`config.mk`:
```
export PLATFORM = sky130hd
export DESIGN_NAME = mem_wb_elastic_reg
export DESIGN_NICKNAME = d
export VERILOG_FILES = /design/src/rtl/mem_wb_elastic_reg.sv
export SDC_FILE = /design/constraint.sdc
export NUM_CORES = 1
export LEC_CHECK = 0
export BUFFER_PORTS_ARGS = -buffer_cell sky130_fd_sc_hd__buf_2
export CAP_MARGIN = 20
export CORE_MARGIN = 5
export CORE_UTILIZATION = 50
export DETAILED_ROUTE_END_ITERATION = 16
export GPL_TIMING_DRIVEN = 1
export PLACE_DENSITY = 0.74
export SLEW_MARGIN = 20
export SYNTH_ARGS = -nofsm -noshare
export SYNTH_HDL_FRONTEND = slang
export SYNTH_SLANG_ARGS = --single-unit
```
`constraint.sdc`:
```
create_clock -name clk -period 3 [get_ports clk]
set_input_delay 0.6 -clock clk [delete_from_list [all_inputs] [get_ports clk]]
set_output_delay 0.6 -clock clk [all_outputs]
set_load 0.1 [all_outputs]
```
`src/rtl/mem_wb_elastic_reg.sv`:
```
// MEM/WB pipeline boundary register with a valid/ready handshake and a 2-entry skid buffer.
// It supports synchronous flush and a saturating stall-cycle counter for performance monitoring.
module mem_wb_elastic_reg #(
    parameter int DATA_W = 32,
    parameter int REG_W  = 5,
    parameter int CTRL_W = 2,
    parameter int CNT_W  = 16
) (
    input  logic              clk,
    input  logic              rst,
    input  logic              flush,
    input  logic              in_valid,
    output logic              in_ready,
    input  logic [DATA_W-1:0] in_rdata,
    input  logic [DATA_W-1:0] in_alu,
    input  logic [REG_W-1:0]  in_wreg,
    input  logic [CTRL_W-1:0] in_ctrl,
    output logic              out_valid,
    input  logic              out_ready,
    output logic [DATA_W-1:0] out_rdata,
    output logic [DATA_W-1:0] out_alu,
    output logic [REG_W-1:0]  out_wreg,
    output logic [CTRL_W-1:0] out_ctrl,
    output logic [1:0]        occupancy,
    output logic [CNT_W-1:0]  stall_cnt
);

    localparam int PAY_W = CTRL_W + REG_W + 2 * DATA_W;

    typedef enum logic [1:0] {
        EMPTY = 2'd0,
        FULL  = 2'd1,
        SKID  = 2'd2
    } state_t;

    state_t            state_r;
    logic [PAY_W-1:0]  main_r;
    logic [PAY_W-1:0]  skid_r;
    logic              outValid_r;
    logic              inReady_r;
    logic [1:0]        occ_r;
    logic [CNT_W-1:0]  stallCnt_r;
    logic [PAY_W-1:0]  inPay_s;
    logic              inXfer_s;
    logic              outXfer_s;
    logic [CTRL_W-1:0] ctrlGated_s;

    function automatic logic [CNT_W-1:0] satInc(input logic [CNT_W-1:0] v);
        return (&v) ? v : v + CNT_W'(1);
    endfunction

    assign inPay_s   = {in_ctrl, in_wreg, in_alu, in_rdata};
    assign inXfer_s  = in_valid & inReady_r;
    assign outXfer_s = outValid_r & out_ready;

    // Handshake state machine: state, status flags and both payload slots.
    always_ff @(posedge clk or negedge rst) begin
        if (!rst) begin
            state_r    <= EMPTY;
            outValid_r <= 1'b0;
            inReady_r  <= 1'b1;
            occ_r      <= 2'd0;
            main_r     <= '0;
            skid_r     <= '0;
        end else if (flush) begin
            // Payload is left stale; out_valid=0 masks it and gates RegWrite.
            state_r    <= EMPTY;
            outValid_r <= 1'b0;
            inReady_r  <= 1'b1;
            occ_r      <= 2'd0;
        end else begin
            case (state_r)
                EMPTY: begin
                    if (inXfer_s) begin
                        main_r     <= inPay_s;
                        state_r    <= FULL;
                        outValid_r <= 1'b1;
                        occ_r      <= 2'd1;
                    end else begin
                        state_r <= EMPTY;
                    end
                end
                FULL: begin
                    if (inXfer_s && outXfer_s) begin
                        main_r <= inPay_s;
                    end else if (inXfer_s) begin
                        skid_r    <= inPay_s;
                        state_r   <= SKID;
                        inReady_r <= 1'b0;
                        occ_r     <= 2'd2;
                    end else if (outXfer_s) begin
                        state_r    <= EMPTY;
                        outValid_r <= 1'b0;
                        occ_r      <= 2'd0;
                    end else begin
                        state_r <= FULL;
                    end
                end
                SKID: begin
                    if (outXfer_s) begin
                        main_r    <= skid_r;
                        state_r   <= FULL;
                        inReady_r <= 1'b1;
                        occ_r     <= 2'd1;
                    end else begin
                        state_r <= SKID;
                    end
                end
                default: begin
                    state_r    <= EMPTY;
                    outValid_r <= 1'b0;
                    inReady_r  <= 1'b1;
                    occ_r      <= 2'd0;
                end
            endcase
        end
    end

    // Saturating count of cycles where WB holds off a valid payload; survives flush.
    always_ff @(posedge clk or negedge rst) begin
        if (!rst) begin
            stallCnt_r <= '0;
        end else if (outValid_r && !out_ready) begin
            stallCnt_r <= satInc(stallCnt_r);
        end else begin
            stallCnt_r <= stallCnt_r;
        end
    end

    // RegWrite is masked whenever the main slot is not valid.
    always_comb begin
        ctrlGated_s    = main_r[PAY_W-1 -: CTRL_W];
        ctrlGated_s[0] = main_r[PAY_W-CTRL_W] & outValid_r;
    end

    assign in_ready  = inReady_r;
    assign out_valid = outValid_r;
    assign out_rdata = main_r[DATA_W-1:0];
    assign out_alu   = main_r[2*DATA_W-1:DATA_W];
    assign out_wreg  = main_r[2*DATA_W+REG_W-1:2*DATA_W];
    assign out_ctrl  = ctrlGated_s;
    assign occupancy = occ_r;
    assign stall_cnt = stallCnt_r;

endmodule

```
==> impl_metrics.env, run 1 <==
export IMPL_syn_nets=640
export IMPL_critical_path_max_stage_delay_ps=470
export IMPL_grt_setup_unrepaired="no"
export IMPL_num_io_pins=167
export IMPL_via_count=4565
export IMPL_drive_gt1_share_pct=59.9
export IMPL_floorplan_initialDensity_pct=51.1
export IMPL_min_delay_path_class="in -> async"
export IMPL_die_area_sq_mm=0.0182
export IMPL_route_top_layer_used="met5"
export IMPL_cts_root_buf="sky130_fd_sc_hd__clkbuf_16"
export IMPL_synth_area_top_cells="sky130_fd_sc_hd__dfrtp_1 (52%), sky130_fd_sc_hd__mux2_2 (29%), sky130_fd_sc_hd__buf_4 (7.5%)"
export IMPL_routed_wl_met3_mm=1.13
export IMPL_synthCells=563
export IMPL_final_design_area_no_fill_sq_mm=0.00889
export IMPL_via_per_inst=5.16
export IMPL_fmax_achieved_mhz=456
export IMPL_final_util_pct=58.3
export IMPL_relSlewSlack_pct=53.8
export IMPL_worst_clock_skew_ps=6.40
export IMPL_dpl_cell_area_sq_mm=0.00831
export IMPL_final_max_slew_violation_count=0
export IMPL_critPathBufInv=1
export IMPL_syn_warnings=0
export IMPL_worst_endpoint_arrival_ps=2490
export IMPL_placed_cells=852
export IMPL_grt_start_max_net_pins=74
export IMPL_outcome="completed"
export IMPL_area_of_the_mapped_netlist_sq_mm=0.00780
export IMPL_cap_viol_max_count=0
export IMPL_numCtsBuffers=17
export IMPL_cts_hold_buf=0
export IMPL_worst_setup_path_type="reg -> reg"
export IMPL_post_synth_top_area_cell="sky130_fd_sc_hd__dfrtp_1"
export IMPL_timing_final_crit_period_ps=2190
export IMPL_cts_sinks=164
export IMPL_worstPathMaxFanout=27
export IMPL_fp_row_count=45
export IMPL_synthDominantCellAreaShare_pct=52.3
export IMPL_clock_latency_ps=420
export IMPL_number_of_enable_type_register_cells_in_the_synthesized_netlist=0
export IMPL_core_ar_sq_mm=0.0153
export IMPL_globalRoute_totalOverflow=0
export IMPL_gr_usage_all_layers_pct=17.7
export IMPL_antenna_diode_count=0
export IMPL_crit_chain="and2_1 -> o21ai_0 -> a21oi_4 -> buf_4 -> mux2_2"
export IMPL_drc=0
export IMPL_first_global_vias=5131
export IMPL_ys_ff_latch=164
export IMPL_final_instance_count_excl_fill=884
export IMPL_number_of_antenna_violations_at_the_first_check_in_global_routing=1
export IMPL_max_clock_path_buffers=2
export IMPL_setup_tns_final_ps=0
export IMPL_detailedRoute_firstPassIterationCount=4
export IMPL_cts_resized=0
export IMPL_clk_pin_slew_worst_paths_ps=60
export IMPL_filler_cell_count=1208
export IMPL_cts_htree_levels=4
export IMPL_synth_commonest_cells="sky130_fd_sc_hd__mux2_2 (198), sky130_fd_sc_hd__dfrtp_1 (163), sky130_fd_sc_hd__buf_4 (78)"
export IMPL_detailedPlacementHpwl_mm=10.6
export IMPL_setup_worst_path_start_class="register"
export IMPL_postSynthAreaPerCell_sq_um=13.9
export IMPL_setup_viol_count_final=0
export IMPL_seq_area_frac_synth_pct=52.6
export IMPL_wl_mm=15.2
export IMPL_worst_slew_pin_transition_ps=693
export IMPL_route_layer_met1_wl_mm=6.38
export IMPL_synth_async_reset_ratio_pct=100
export IMPL_worst_path_dominant_cell_family="flip-flops"
export IMPL_post_cts_setup_buffer_count=0
export IMPL_cts_tree="yes"
export IMPL_final_net_count=737
export IMPL_violation_count_after_the_first_detailed_route_iteration=186
export IMPL_synth_top_flop_cell="sky130_fd_sc_hd__dfrtp_1"
export IMPL_timing_final_hold_violations=0
export IMPL_route_detailed_wl_per_inst_microns=17.2
export IMPL_detail_route_antenna_nets=0
export IMPL_top_count_cell_post_synth="sky130_fd_sc_hd__mux2_2"
export IMPL_number_of_input_and_output_port_buffers_inserted=166
export IMPL_sort_of_element_at_the_end_of_the_critical_path="register"
export IMPL_wire_length_of_the_first_global_routing_pass_mm=25.6
export IMPL_die_width_microns=135
export IMPL_ff_latch_area_sq_mm=0.00411
export IMPL_area_growth_pct=14.0
export IMPL_post_synth_num_cell_types=40
export IMPL_die_height_microns=135
export IMPL_met2RoutedLength_mm=7.49
export IMPL_timing_critical_path_required_ps=3300
export IMPL_finalWeightedCongestion=0.806
export IMPL_multi_input_area_sq_mm=0.00299
export IMPL_min_period_over_period_pct=73.1
export IMPL_critical_path_slowest_cell="sky130_fd_sc_hd__dfrtp_1"
==> metrics by stage <==
stage | worst slack, ps | hold slack, ps
floorplan | 572 | 304
global placement | 655 | 461
detailed placement | 565 | 471
CTS | 790 | 222
global route | 654 | 261
finish | 807 | 206
==> cell families after synthesis <==
kind of cell / share of synthesized area (%)
XOR/XNOR: 1.57
adder cells (fa/ha/maj): 0.160
flip-flops: 52.6
buffers and inverters: 9.20
AND/OR/NAND/NOR: 3.86
multiplexers: 31.0
AO/OA/AOI/OAI: 1.57
==> path summary, 6_finish.rpt <==
kind                                 start            to  slack, ps  cells after the start
worst max-delay path             out_valid    main_r[24]        810                      5
worst min-delay path                   rst     skid_r[9]        210                      1
worst max register to register   out_valid    main_r[24]        810                      5
worst min register to register  main_r[60]    main_r[60]        480                      1
max in group asynchronous              rst  stall_cnt[3]       2090                      2
min in group clk                in_alu[26]    skid_r[58]        420                      2
==> cell usage in the layout (no fill, tap or decap), types with 2 or more instances in the layout <==
cell type / n
sky130_fd_sc_hd__nand2_1: 12
sky130_fd_sc_hd__a21o_1: 2
sky130_fd_sc_hd__buf_4: 4
sky130_fd_sc_hd__clkinv_2: 3
sky130_fd_sc_hd__nor2_1: 5
sky130_fd_sc_hd__o21ai_0: 3
sky130_fd_sc_hd__xor2_1: 7
sky130_fd_sc_hd__and2_1: 2
sky130_fd_sc_hd__nand3_1: 12
sky130_fd_sc_hd__buf_12: 4
sky130_fd_sc_hd__dfrtp_1: 163
sky130_fd_sc_hd__a31oi_1: 2
sky130_fd_sc_hd__clkbuf_16: 17
sky130_fd_sc_hd__nor4_1: 4
sky130_fd_sc_hd__clkbuf_1: 5
sky130_fd_sc_hd__nand4_1: 8
sky130_fd_sc_hd__mux2_1: 17
sky130_fd_sc_hd__buf_2: 165
sky130_fd_sc_hd__clkinvlp_4: 2
sky130_fd_sc_hd__mux2_2: 198
sky130_fd_sc_hd__a21oi_1: 4
sky130_fd_sc_hd__nor3_1: 3
sky130_fd_sc_hd__bufinv_16: 3
sky130_fd_sc_hd__xnor2_1: 7
==> cell type report <==
type                       count  area share, %
sequential                   164           46.2
timing repair buffer         174           10.6
clock inverter                 9           1.45
clock buffer                  23           5.15
multi-input combinational    302           33.6
inverter                       1         0.0422
tap                          211           2.97
==> registers in the layout, indices dropped and copies added, names as in the netlist <==
signal     cells
main_r        71
occupancy      2
skid_r        71
in_ready       1
stall_cnt     16
out_valid      1
state_r        2
==> layer usage <==
layer	global-route usage, %	vias to the layer above
met4	5.54	2
met2	29.3	125
met3	6.67	17
met1	21.4	2304
met5	0	-
li1	-	2117
Power of run 1 is left out: the tool's default activity adds up to more than one toggle a clock period on the data nets, which glitch-free logic cannot reach.
==> run 2, diff against run 1 <==
--- a/config.mk
+++ b/config.mk
@@ -5,13 +5,14 @@
 export SDC_FILE = /design/constraint.sdc
 export NUM_CORES = 1
 export LEC_CHECK = 0
+export ABC_AREA = 1
 export BUFFER_PORTS_ARGS = -buffer_cell sky130_fd_sc_hd__buf_2
 export CAP_MARGIN = 20
 export CORE_MARGIN = 5
 export CORE_UTILIZATION = 50
 export DETAILED_ROUTE_END_ITERATION = 16
 export GPL_TIMING_DRIVEN = 1
-export PLACE_DENSITY = 0.74
+export PLACE_DENSITY = 0.77
 export SLEW_MARGIN = 20
 export SYNTH_ARGS = -nofsm -noshare
 export SYNTH_HDL_FRONTEND = slang
==> constraint.sdc (replaced) <==
create_clock -name clk -period 1.9 [get_ports clk]
set_input_delay 0.38 -clock clk [delete_from_list [all_inputs] [get_ports clk]]
set_output_delay 0.38 -clock clk [all_outputs]
set_load 0.1 [all_outputs]
==> run 2 against run 1 <==
  * Sequential share of layout area down 0.94 points
  * Synthesized cell count up 62%
  * Count of clock-buffer cells in the layout down 1
  * Sequential cell count unchanged
  * Synthesized area up 1.7%
  * Via count up 33%
  * First-iteration DRC count rose to 2.5 times the previous value
  * Critical endpoint is now in_ready
==> impl_metrics.env, run 2 <==
export IMPL_number_of_antenna_violations_at_the_first_check_in_global_routing=2
export IMPL_seq_area_frac_synth_pct=51.7
export IMPL_setup_tns_final_ps=0
export IMPL_leakage_nw=5.08
export IMPL_final_max_slew_violation_count=0
export IMPL_die_height_microns=136
export IMPL_finalWeightedCongestion=0.847
export IMPL_timing_final_ws_setup_ps=45.6
export IMPL_number_of_input_and_output_port_buffers_inserted=166
export IMPL_top_count_cell_post_synth="sky130_fd_sc_hd__nand2_1"
export IMPL_cts_root_buf="sky130_fd_sc_hd__clkbuf_16"
export IMPL_worst_path_dominant_cell_family="flip-flops"
export IMPL_grt_start_max_net_pins=93
export IMPL_wl_mm=17.1
export IMPL_fmax_achieved_mhz=539
export IMPL_fp_row_count=46
export IMPL_worst_slew_pin_transition_ps=519
export IMPL_synthCells=911
export IMPL_worst_endpoint_arrival_ps=1470
export IMPL_route_detailed_wl_per_inst_microns=14.0
export IMPL_relSlewSlack_pct=65.7
export IMPL_synthDominantCellAreaShare_pct=51.4
export IMPL_synth_async_reset_ratio_pct=100
export IMPL_timing_final_crit_period_ps=1850
export IMPL_min_delay_path_class="in -> reg"
export IMPL_max_clock_path_buffers=2
export IMPL_gr_usage_all_layers_pct=19.0
export IMPL_setup_worst_path_start_class="register"
export IMPL_area_of_the_mapped_netlist_sq_mm=0.00794
export IMPL_post_synth_top_area_cell="sky130_fd_sc_hd__dfrtp_1"
export IMPL_critical_path_slowest_cell="sky130_fd_sc_hd__dfstp_4"
export IMPL_number_of_enable_type_register_cells_in_the_synthesized_netlist=0
export IMPL_core_ar_sq_mm=0.0157
export IMPL_die_area_sq_mm=0.0185
export IMPL_globalRoute_totalOverflow=0
export IMPL_sort_of_element_at_the_end_of_the_critical_path="output pin"
export IMPL_pre_cts_ws_ps=89.0
export IMPL_cts_sinks=164
export IMPL_ys_ff_latch=164
export IMPL_floorplan_initialDensity_pct=50.5
export IMPL_syn_warnings=0
export IMPL_worst_r2r_cell_count=8
export IMPL_detailedRoute_firstPassIterationCount=7
export IMPL_wire_length_of_the_first_global_routing_pass_mm=28.2
export IMPL_drive_gt1_share_pct=24.4
export IMPL_grt_setup_unrepaired="no"
export IMPL_post_synth_num_cell_types=28
export IMPL_syn_nets=988
export IMPL_worst_setup_path_type="reg -> out"
export IMPL_violation_count_after_the_first_detailed_route_iteration=474
export IMPL_mostFrequentLayoutCell="sky130_fd_sc_hd__nand2_1"
export IMPL_synth_commonest_cells="sky130_fd_sc_hd__nand2_1 (286), sky130_fd_sc_hd__dfrtp_1 (163), sky130_fd_sc_hd__buf_4 (72)"
export IMPL_antenna_diode_count=0
export IMPL_cts_htree_levels=4
export IMPL_power_density_mw_per_mm2=1800
export IMPL_min_period_over_period_pct=97.6
export IMPL_timing_final_hold_violations=0
export IMPL_worstPathMaxFanout=3
export IMPL_clk_pin_slew_worst_paths_ps=70
export IMPL_peakVddDrop_mv=1.01
export IMPL_crit_chain="buf_2"
export IMPL_worstSetupPathDepth=1
export IMPL_num_io_pins=167
export IMPL_numCtsBuffers=17
export IMPL_critPathBufInv=1
export IMPL_via_per_inst=4.97
export IMPL_final_net_count=1069
export IMPL_hold_path_cell_count=3
export IMPL_via_count=6067
export IMPL_synth_area_top_cells="sky130_fd_sc_hd__dfrtp_1 (51%), sky130_fd_sc_hd__nand2_1 (14%), sky130_fd_sc_hd__buf_4 (6.8%)"
export IMPL_setup_viol_count_final=0
export IMPL_timing_critical_path_required_ps=1520
export IMPL_die_width_microns=136
export IMPL_area_growth_pct=15.0
export IMPL_synth_top_flop_cell="sky130_fd_sc_hd__dfrtp_1"
export IMPL_cts_tree="yes"
export IMPL_postSynthAreaPerCell_sq_um=8.71
export IMPL_detail_route_antenna_nets=0
export IMPL_layout_cells_most_common_list="sky130_fd_sc_hd__nand2_1 (285), sky130_fd_sc_hd__buf_2 (165), sky130_fd_sc_hd__dfrtp_1 (148)"
export IMPL_outcome="completed"
export IMPL_worst_clock_skew_ps=12.0
export IMPL_detailedPlacementHpwl_mm=11.4
export IMPL_critical_path_max_stage_delay_ps=620
export IMPL_cap_viol_max_count=0
export IMPL_clock_latency_ps=420
export IMPL_first_global_vias=5741
export IMPL_drc=0
## run 2: stage by stage
step                power, W  instances  instance area [sq um]  util [%]  hold slack (ps)
floorplan             0.0124        911                   7960         -             84.4
global placement      0.0127       1188                   8480      54.0              311
detailed placement    0.0129       1188                   8480      54.0              311
CTS                   0.0165       1221                   9130      58.1              187
global route          0.0172       1221                   9130      58.1              200
finish                0.0164       1221                   9130      58.1              203
## run 2: power breakdown
part	leakage (nW)	switching (W)	internal (W)
registers	2.05	0.000746	0.00479
clock network	0.310	0.00138	0.00222
logic	2.72	0.00601	0.00126
total	5.08	0.00814	0.00827
## run 2: cell type report
type / instances / area [sq um]
fill: 1401 / 6580
sequential: 164 / 4130
multi-input combinational: 584 / 2880
timing repair buffer: 182 / 1060
clock buffer: 22 / 484
tap: 216 / 270
inverter: 43 / 164
clock inverter: 10 / 148
## run 2: what timing repair did
action / CTS / global route
buffers inserted: 0 / 0
hold endpoints to repair: 34 / 0
hold buffers: 1 / 0
resized for setup: 0 / 1
endpoints found under the setup margin: 0 / 22
## run 2: cell families (layout without fill, tap and decap cells)
group           count (synthesis)  count (layout)  share of synthesized area (%)
simple gates                  393             393                           20.3
flops                         164             164                           51.7
buf+inv                       163             257                           12.3
compound gates                135             135                           8.75
mux                            47              47                           5.93
xor+xnor                        8               8                          0.883
fa+ha+maj                       1               1                          0.158
## run 2: layer usage
metal	wire length [microns]	global-route usage [%]	vias up
li1	-	-	3037
met1	7780	25.8	2851
met2	8110	29.8	150
met3	943	4.74	25
met4	287	6.83	4
met5	21	0	-
## run 2: final timing paths
| kind | start | endpoint | slack (ps) |
|---|---|---|---|
| worst max-delay path | in_ready | in_ready | 50 |
| worst max register to register | in_ready | main_r[3] | 140 |
| worst min-delay path | in_rdata[2] | skid_r[2] | 200 |
| min in group asynchronous | rst | skid_r[66] | 430 |
| worst min register to register | skid_r[46] | skid_r[46] | 470 |
| max in group asynchronous | rst | in_ready | 840 |
Power figures use the tool's default switching activity.
==> run 3, diff against run 2 <==
--- a/config.mk
+++ b/config.mk
@@ -6,13 +6,13 @@
 export NUM_CORES = 1
 export LEC_CHECK = 0
 export ABC_AREA = 1
-export BUFFER_PORTS_ARGS = -buffer_cell sky130_fd_sc_hd__buf_2
 export CAP_MARGIN = 20
 export CORE_MARGIN = 5
 export CORE_UTILIZATION = 50
 export DETAILED_ROUTE_END_ITERATION = 16
+export DONT_BUFFER_PORTS = 1
 export GPL_TIMING_DRIVEN = 1
-export PLACE_DENSITY = 0.77
+export PLACE_DENSITY = 0.68
 export SLEW_MARGIN = 20
 export SYNTH_ARGS = -nofsm -noshare
 export SYNTH_HDL_FRONTEND = slang
==> run 3 against run 2 <==
  * The flow now finishes with violations (negative hold slack)
  * Critical path depth up 3
  * Cell count is 6.4% lower
  * Sequential power fell by 3%
==> impl_metrics.env, run 3 (same netlist as run 2, synthesis figures left out) <==
export IMPL_outcome="finished, violations left"
export IMPL_failed_checks="negative hold slack"
export IMPL_fmax_achieved_mhz=556
export IMPL_ff_latch_area_sq_mm=0.00413
export IMPL_post_cts_setup_buffer_count=0
export IMPL_die_width_microns=136
export IMPL_floorplan_initialDensity_pct=50.5
export IMPL_relSlewSlack_pct=57.5
export IMPL_fp_row_count=46
export IMPL_timing_final_crit_period_ps=1800
export IMPL_layout_cells_most_common_list="sky130_fd_sc_hd__nand2_1 (286), sky130_fd_sc_hd__dfrtp_1 (148), sky130_fd_sc_hd__buf_4 (96)"
export IMPL_area_growth_pct=12.2
export IMPL_wl_mm=17.0
export IMPL_worstPathMaxFanout=3
export IMPL_min_period_over_period_pct=94.7
export IMPL_number_of_antenna_violations_at_the_first_check_in_global_routing=0
export IMPL_sort_of_element_at_the_end_of_the_critical_path="output pin"
export IMPL_timing_critical_path_required_ps=1520
export IMPL_worst_slew_pin_transition_ps=633
export IMPL_cts_root_buf="sky130_fd_sc_hd__clkbuf_16"
export IMPL_drive_gt1_share_pct=17.7
export IMPL_multi_input_area_sq_mm=0.00287
export IMPL_wire_length_of_the_first_global_routing_pass_mm=28.3
export IMPL_power_density_mw_per_mm2=1850
export IMPL_whs_ps=-330
export IMPL_clock_latency_ps=410
export IMPL_final_util_pct=56.6
export IMPL_final_max_slew_violation_count=0
export IMPL_worst_clock_skew_ps=8.82
export IMPL_critical_path_max_stage_delay_ps=380
export IMPL_final_net_count=992
export IMPL_leakage_nw=4.78
export IMPL_globalRoute_totalOverflow=0
export IMPL_worst_endpoint_arrival_ps=1420
export IMPL_cts_tree="yes"
export IMPL_dpl_cell_area_sq_mm=0.00832
export IMPL_timing_final_hold_violations=164
export IMPL_gr_usage_all_layers_pct=19.0
export IMPL_setup_worst_path_start_class="register"
export IMPL_via_per_inst=5.00
export IMPL_detailedPlacementHpwl_mm=11.1
export IMPL_final_design_area_no_fill_sq_mm=0.00890
export IMPL_cap_viol_max_count=0
export IMPL_cts_htree_levels=4
export IMPL_num_io_pins=167
export IMPL_cts_sinks=164
export IMPL_drc=0
export IMPL_setup_tns_final_ps=0
export IMPL_number_of_input_and_output_port_buffers_inserted=0
export IMPL_antenna_diode_count=0
export IMPL_die_height_microns=136
export IMPL_violation_count_after_the_first_detailed_route_iteration=316
export IMPL_max_clock_path_buffers=2
export IMPL_grt_start_max_net_pins=165
export IMPL_mostFrequentLayoutCell="sky130_fd_sc_hd__nand2_1"
export IMPL_min_delay_path_class="in -> async"
export IMPL_numCtsBuffers=17
export IMPL_crit_chain="buf_6 -> nand2_1 -> inv_1 -> buf_12"
export IMPL_filler_cell_count=1405
export IMPL_detailedRoute_firstPassIterationCount=6
export IMPL_first_global_vias=5603
export IMPL_via_count=5710
export IMPL_route_detailed_wl_per_inst_microns=14.8
export IMPL_setup_viol_count_final=0
export IMPL_die_area_sq_mm=0.0185
export IMPL_detail_route_antenna_nets=0
export IMPL_finalWeightedCongestion=0.789
export IMPL_total_power_w=0.0164
export IMPL_critical_path_slowest_cell="sky130_fd_sc_hd__dfrtp_2"
export IMPL_grt_setup_unrepaired="no"
export IMPL_core_ar_sq_mm=0.0157
export IMPL_peakVddDrop_mv=1.03
export IMPL_worst_setup_path_type="reg -> out"
export IMPL_clk_pin_slew_worst_paths_ps=60
## run 3: cell count changes in the layout (fill, tap and decap cells not counted)
| cell | before | now |
|---|---|---|
| sky130_fd_sc_hd__buf_2 | 165 | 0 |
| sky130_fd_sc_hd__buf_4 | 7 | 96 |
| sky130_fd_sc_hd__clkinv_4 | 6 | 1 |
| sky130_fd_sc_hd__clkbuf_8 | 4 | 0 |
| sky130_fd_sc_hd__clkbuf_1 | 1 | 4 |
| sky130_fd_sc_hd__clkinv_2 | 1 | 4 |
| sky130_fd_sc_hd__clkinvlp_4 | 0 | 2 |
| sky130_fd_sc_hd__dlygate4sd3_1 | 1 | 0 |
| sky130_fd_sc_hd__nand2_1 | 285 | 286 |
| sky130_fd_sc_hd__nand2_2 | 3 | 2 |
## run 3: worst paths after layout
| check | from | endpoint | slack, ps | cells past startpoint |
|---|---|---|---|---|
| worst max-delay path | out_valid | out_ctrl[0] | 100 | 4 |
| worst min-delay path | rst | main_r[49] | -330 | 0 |
| worst max register to register | in_ready | main_r[43] | 170 | 8 |
| worst min register to register | skid_r[37] | skid_r[37] | 470 | 2 |
| max in group asynchronous | rst | in_ready | 1970 | 0 |
| min in group clk | flush | state_r[1] | 80 | 1 |
## run 3: area by class of cell
cell class,instances,area share [%]
multi-input cells,584,32.3
flip-flops and latches,164,46.4
inverters,43,1.84
clock inverters,10,1.50
clock buffers,21,4.95
well taps,216,3.04
repair buffers,105,10.0
## run 3: through the flow
stage / setup slack, ps / cells / hold WS [ps]
global route: 12.5 / 1143 / -367
detailed placement: 174 / 1112 / 91.4
global placement: 221 / 1112 / 90.6
CTS: 66.8 / 1143 / -358
floorplan: 11.7 / 911 / 84.4
finish: 100 / 1143 / -330
## run 3: repair_timing
| action | 4_1_cts | 5_1_grt |
|---|---|---|
| hold endpoints to repair | 164 | 164 |
| gates resized for setup | 1 | 0 |
| endpoints found under the setup margin | 1 | 0 |
## run 3: worst max-delay path: cells and delay by family (launching register included)
kind | cells | cell delay (ps)
simple gates | 1 | 80
flops | 1 | 380
buf+inv | 3 | 540
## run 3: per-layer routing
metal  wire length (microns)  global-route usage, %  part of all wire [%]  vias to the layer above
met4                     194                   4.54                   1.1                        0
met2                    7960                   30.5                    47                      134
li1                        -                      -                     -                     2874
met3                    1270                   6.85                   7.5                       12
met5                       0                      0                     0                        -
met1                    7540                   24.9                    44                     2690
## run 3: power by group
part | internal, W | leakage (nW) | switching (W)
clock | 0.00205 | 0.277 | 0.00134
sequential | 0.00478 | 2.05 | 0.000617
combinational | 0.00158 | 2.46 | 0.00606
